==> src/rtl/gf607_pkg.sv <==
// Shared constants and state type for the GF(607) inversion datapath.
package gf607_pkg;

    localparam int unsigned GF_P   = 607;
    localparam int unsigned GF_EXP = 605;
    localparam int unsigned ELEM_W = 10;
    localparam int unsigned PROD_W = 19;

    typedef enum logic [1:0] {
        IDLE = 2'd0,
        SQR  = 2'd1,
        MUL  = 2'd2,
        FIN  = 2'd3
    } state_t;

endpackage

==> src/rtl/barret_for_607.sv <==
// Combinational Barrett reduction of a 19-bit product modulo 607.
// mu = floor(2^20 / 607) = 1727; for inputs below 2^19 the quotient estimate
// is short by at most one, so a single conditional subtract finishes it.
module barret_for_607
    import gf607_pkg::*;
(
    input  logic [PROD_W-1:0] din_a,
    output logic [ELEM_W-1:0] dout_r
);

    localparam logic [29:0] MU = 30'd1727;

    logic [9:0]  q;
    logic [10:0] r;

    // True remainder is below 2*607 < 2^11, so 11-bit wraparound arithmetic is exact.
    assign q      = 10'((30'(din_a) * MU) >> 20);
    assign r      = 11'(din_a[10:0] - 11'(20'(q) * 20'(GF_P)));
    assign dout_r = (r >= 11'(GF_P)) ? 10'(r - 11'(GF_P)) : r[9:0];

endmodule

==> src/rtl/mod_inverse_607.sv <==
// Fermat inversion in GF(607): dout_r = din_a^605 mod 607 by left-to-right
// square-and-multiply, one modular product per cycle through a shared reducer.
module mod_inverse_607
    import gf607_pkg::*;
#(
    parameter int unsigned P   = GF_P,
    parameter int unsigned EXP = GF_EXP
) (
    input  logic              clk,
    input  logic              rst_n,
    input  logic              start,
    input  logic [ELEM_W-1:0] din_a,
    output logic [ELEM_W-1:0] dout_r,
    output logic              busy,
    output logic              done,
    output logic              no_inv
);

    localparam logic [ELEM_W-1:0] P_E      = ELEM_W'(P);
    localparam logic [9:0]        EXP_BITS = 10'(EXP);

    state_t            state, state_nx;
    logic [ELEM_W-1:0] acc, acc_nx;
    logic [ELEM_W-1:0] base, base_nx;
    logic [3:0]        bit_idx, bit_nx;
    logic [ELEM_W-1:0] dout_nx;
    logic              no_inv_nx;
    logic [ELEM_W-1:0] mul_b;
    logic [PROD_W-1:0] prod;
    logic [ELEM_W-1:0] red_out;

    // Operand mux: squaring reuses acc, multiply step uses the captured base.
    assign mul_b = (state == MUL) ? base : acc;
    assign prod  = PROD_W'(20'(acc) * 20'(mul_b));

    barret_for_607 u_red (
        .din_a  (prod),
        .dout_r (red_out)
    );

    // Status decoded from registered state only.
    assign busy = (state != IDLE);
    assign done = (state == FIN);

    // State and datapath registers with asynchronous active-low reset.
    always_ff @(posedge clk or negedge rst_n) begin
        if (!rst_n) begin
            state   <= IDLE;
            acc     <= ELEM_W'(1);
            base    <= '0;
            bit_idx <= 4'd9;
            dout_r  <= '0;
            no_inv  <= 1'b0;
        end else begin
            state   <= state_nx;
            acc     <= acc_nx;
            base    <= base_nx;
            bit_idx <= bit_nx;
            dout_r  <= dout_nx;
            no_inv  <= no_inv_nx;
        end
    end

    // Next-state and datapath update; results are published only on entry to FIN.
    always_comb begin
        state_nx  = state;
        acc_nx    = acc;
        base_nx   = base;
        bit_nx    = bit_idx;
        dout_nx   = dout_r;
        no_inv_nx = no_inv;
        case (state)
            IDLE: begin
                if (start) begin
                    state_nx = SQR;
                    acc_nx   = ELEM_W'(1);
                    base_nx  = (din_a < P_E) ? din_a : din_a - P_E;
                    bit_nx   = 4'd9;
                end
            end
            SQR: begin
                acc_nx = red_out;
                if (EXP_BITS[bit_idx]) begin
                    state_nx = MUL;
                end else if (bit_idx == 4'd0) begin
                    state_nx  = FIN;
                    dout_nx   = red_out;
                    no_inv_nx = (base == '0);
                end else begin
                    bit_nx = bit_idx - 4'd1;
                end
            end
            MUL: begin
                acc_nx = red_out;
                if (bit_idx == 4'd0) begin
                    state_nx  = FIN;
                    dout_nx   = red_out;
                    no_inv_nx = (base == '0);
                end else begin
                    state_nx = SQR;
                    bit_nx   = bit_idx - 4'd1;
                end
            end
            FIN: begin
                state_nx = IDLE;
                acc_nx   = ELEM_W'(1);
                bit_nx   = 4'd9;
            end
            default: state_nx = IDLE;
        endcase
    end

endmodule

==> config.mk <==
export PLATFORM = sky130hd
export DESIGN_NAME = mod_inverse_607
export DESIGN_NICKNAME = d
export VERILOG_FILES = /design/src/rtl/gf607_pkg.sv /design/src/rtl/barret_for_607.sv /design/src/rtl/mod_inverse_607.sv
export SDC_FILE = /design/constraint.sdc
export NUM_CORES = 1
export LEC_CHECK = 0
export ABC_AREA = 1
export CORE_MARGIN = 10
export CORE_UTILIZATION = 29
export CTS_CLUSTER_DIAMETER = 200
export DETAILED_ROUTE_END_ITERATION = 8
export DONT_BUFFER_PORTS = 1
export HOLD_SLACK_MARGIN = 0.06
export PLACE_DENSITY = 0.46
export SLEW_MARGIN = 20
export SYNTH_ARGS = -nofsm -noshare
export SYNTH_HDL_FRONTEND = slang
export SYNTH_SLANG_ARGS = --single-unit
==> constraint.sdc <==
create_clock -name clk -period 13.4 [get_ports clk]
set_clock_uncertainty 0.2 [all_clocks]
set_input_delay 0.67 -clock clk [delete_from_list [all_inputs] [get_ports clk]]
set_output_delay 0.67 -clock clk [all_outputs]
set_load 0.05 [all_outputs]
==> out/summary.txt <==
Critical Path RT: 13.42 ns
Die Wd: 229.9 um
Post-synth EDFFs: 0
R2R cell count: 79
DR pass1 iterations: 5
Synthesized area: 12770 sq um
Ys flop type: dfrtp_1
Final Hold Fails: 0
Max Slew Vio Count: 0
Initial Util: 29.46%
Avg Vias per Cell: 4.303
Register Area: 929.6 sq um
All-layer global routing usage: 13.31%
Final period util: 103.0%
Area of the die: 52840 sq um
CP Class: register to register
Total CTS buffers: 5
Slack of the worst reg-to-reg path: -0.40 ns
Average wire per standard cell: 13.90 um
Final Instance Area: 16720 sq um
Io pins: 26
Critical Path Start Type: register
Clock transition at path regs: 0.06 ns
Post-synth ARST share: 100.0%
Slowest stage delay, CP: 0.55 ns
CTS tree: built
Min-delay src: base[9]
H-tree Lvls: 2
Dpl cells: 2452
Fillers: 4635
Slew @ Worst Pin: 0.8316 ns
Synthesized area per cell: 7.691 sq um
Drc violations: 0
ANT cells: 0
Worst flop-to-flop path startpoint: state[1]
Vias: 10771
Final wirelength: 34780 um
Die Y: 229.9 um
Setup TNS: -6.994 ns
Synth top area share: 30.09%
Area of the multi-input gates: 11090 sq um
# clock sinks: 37
Clk buf depth: 2
Final worst slack: -0.3985 ns
Mapped Cells: 1661
Cell Rows: 76
Layout overhead on the synthesized area: 30.92%
Tmin final: 13.80 ns
Detail Route Antenna Nets: 0
Clk_lat worst skew: 0.28 ns
Hold Crit Depth: 1
F_max: 72.47 MHz
Largest net degree at the start of global routing: 38
Seq cells post-synth: 37
Layout cell share with drive strength beyond 1: 27.69%
Register area share after synthesis: 7.277%
R2r endpoint: acc[6]
Post-synth top cells: inv_1 (446), nand2_1 (363), ha_1 (194), fa_1 (192), nor2_1 (107)
Post-DP HPWL: 30930 um
RSZ-0062 raised after global routing: yes
Crit-path max FO: 8
Failing checks: setup timing
Hold-critical path endpoint: no_inv
Routability cong.: 0.8691
Min-delay worst type: register to register
Clk root buf: clkbuf_16
Syn_nets: 2060
Worst path slowest cell: fa_1
I/O Buffers: 0
GRT overflow: 0
First DRT Iteration DRCs: 420
Crit. End Element: register
Outcome: finished, violations left
Worst path top cell family by delay: adder cells
Worst Path Buf+Inv: 22
Ys Warns: 0
Top area cells in the synthesized netlist: fa_1 (30%), ha_1 (19%), inv_1 (13%)
Netlist cell types: 47
Final Setup Violations: 20
Maxcap violations: 0
Top-count cell post-synth: inv_1
DP Area: 15570 sq um
Vias in the first global route: 11331
Initial antenna violation count: 0
Arr. time, crit path: 13.82 ns
Total Nets Final: 2317
Global-route wire length before repair: 58240 um
Area leader, netlist: fa_1
Final cell count without fillers: 2503
Core box area: 43360 sq um
Slew HR: 44.35%
==> cell usage in the layout, fill, tap and decap left out, types with 6 or more instances in the layout <==
cell type / count
nor2_1: 92
clkbuf_16: 7
ha_4: 19
ha_1: 170
nand2_1: 309
xor2_1: 35
a21oi_1: 31
nand2_4: 17
nor2_2: 12
buf_4: 245
fa_1: 185
inv_1: 408
a21oi_2: 16
nor2_4: 10
nand3_2: 23
xnor2_2: 6
nand2_2: 56
xnor2_1: 12
dfrtp_1: 34
nand3_1: 33
o21ai_2: 8
fa_2: 7
nand4_1: 16
inv_2: 44
o21ai_0: 16
a21o_1: 6
o21bai_1: 8
==> cell type report <==
| class | count | area share, % |
|---|---|---|
| multi-input cells | 1156 | 66.34 |
| repair buffers | 259 | 12.38 |
| inverters | 458 | 10.35 |
| flip-flops and latches | 37 | 5.558 |
| well taps | 585 | 4.376 |
| clock buffers | 5 | 0.7481 |
| clock inverters | 2 | 0.2095 |
| repair inverters | 1 | 0.03741 |
==> through the flow <==
stage	setup slack (ns)	hold WS, ns	utilization (%)
after detailed placement	-0.5968	0.1757	35.90
final	-0.3985	0.2772	38.57
after global routing	-1.081	0.3205	38.57
after floorplan	0.001259	0.1744	-
after CTS	-0.3441	0.2859	37.39
after global placement	-0.5076	0.1759	35.90
==> worst max-delay path by stage <==
| stage | from | end | slack, ns | cells past startpoint |
|---|---|---|---|---|
| after floorplan | state[0] | dout_r[2] | 0.001 | 67 |
| after global placement | state[1] | acc[6] | -0.51 | 75 |
| after detailed placement | state[1] | acc[6] | -0.60 | 75 |
| after CTS | state[0] | acc[6] | -0.34 | 78 |
| after global routing | state[1] | acc[4] | -1.08 | 76 |
| final | state[1] | acc[6] | -0.40 | 79 |
==> per-layer routing <==
layer	up-vias	global-route usage, %	share of wire, %	routed length (um)
li1	5480	-	-	-
met1	5186	19.13	50	17290
met2	86	22.20	48	16560
met3	19	0.9480	2.0	712
met4	0	1.131	0.62	216
met5	-	0	0	0
==> cells by family after synthesis <==
family / share of synthesized area [%]
flops: 7.277
buf+inv: 13.87
simple gates: 20.10
fa+ha+maj: 49.09
xor+xnor: 4.310
compound gates: 5.358
==> registers in the layout (all words and copies together), names as in the netlist <==
signal / flops
no_inv: 1
acc: 10
bit_idx: 4
base: 10
dout_r: 10
state: 2
==> worst register-to-register path, delay by kind of cell (launching register included) <==
family | cells | cell delay, ns
compound gates | 4 | 0.39
fa+ha+maj | 20 | 8.21
xor+xnor | 3 | 0.59
flops | 1 | 0.40
buf+inv | 22 | 1.50
simple gates | 30 | 2.44
==> repair_timing <==
action | CTS | global route
pin swaps | 69 | 68
setup buffers | 19 | 19
resized for setup | 79 | 78
endpoints found under the hold margin | 37 | 0
cloned | 1 | 3
hold buffers | 2 | 0
endpoints found under the setup margin | 20 | 20
Power is not shown: default switching activity piles up to over one toggle a cycle in this logic, so the estimate is an artifact.
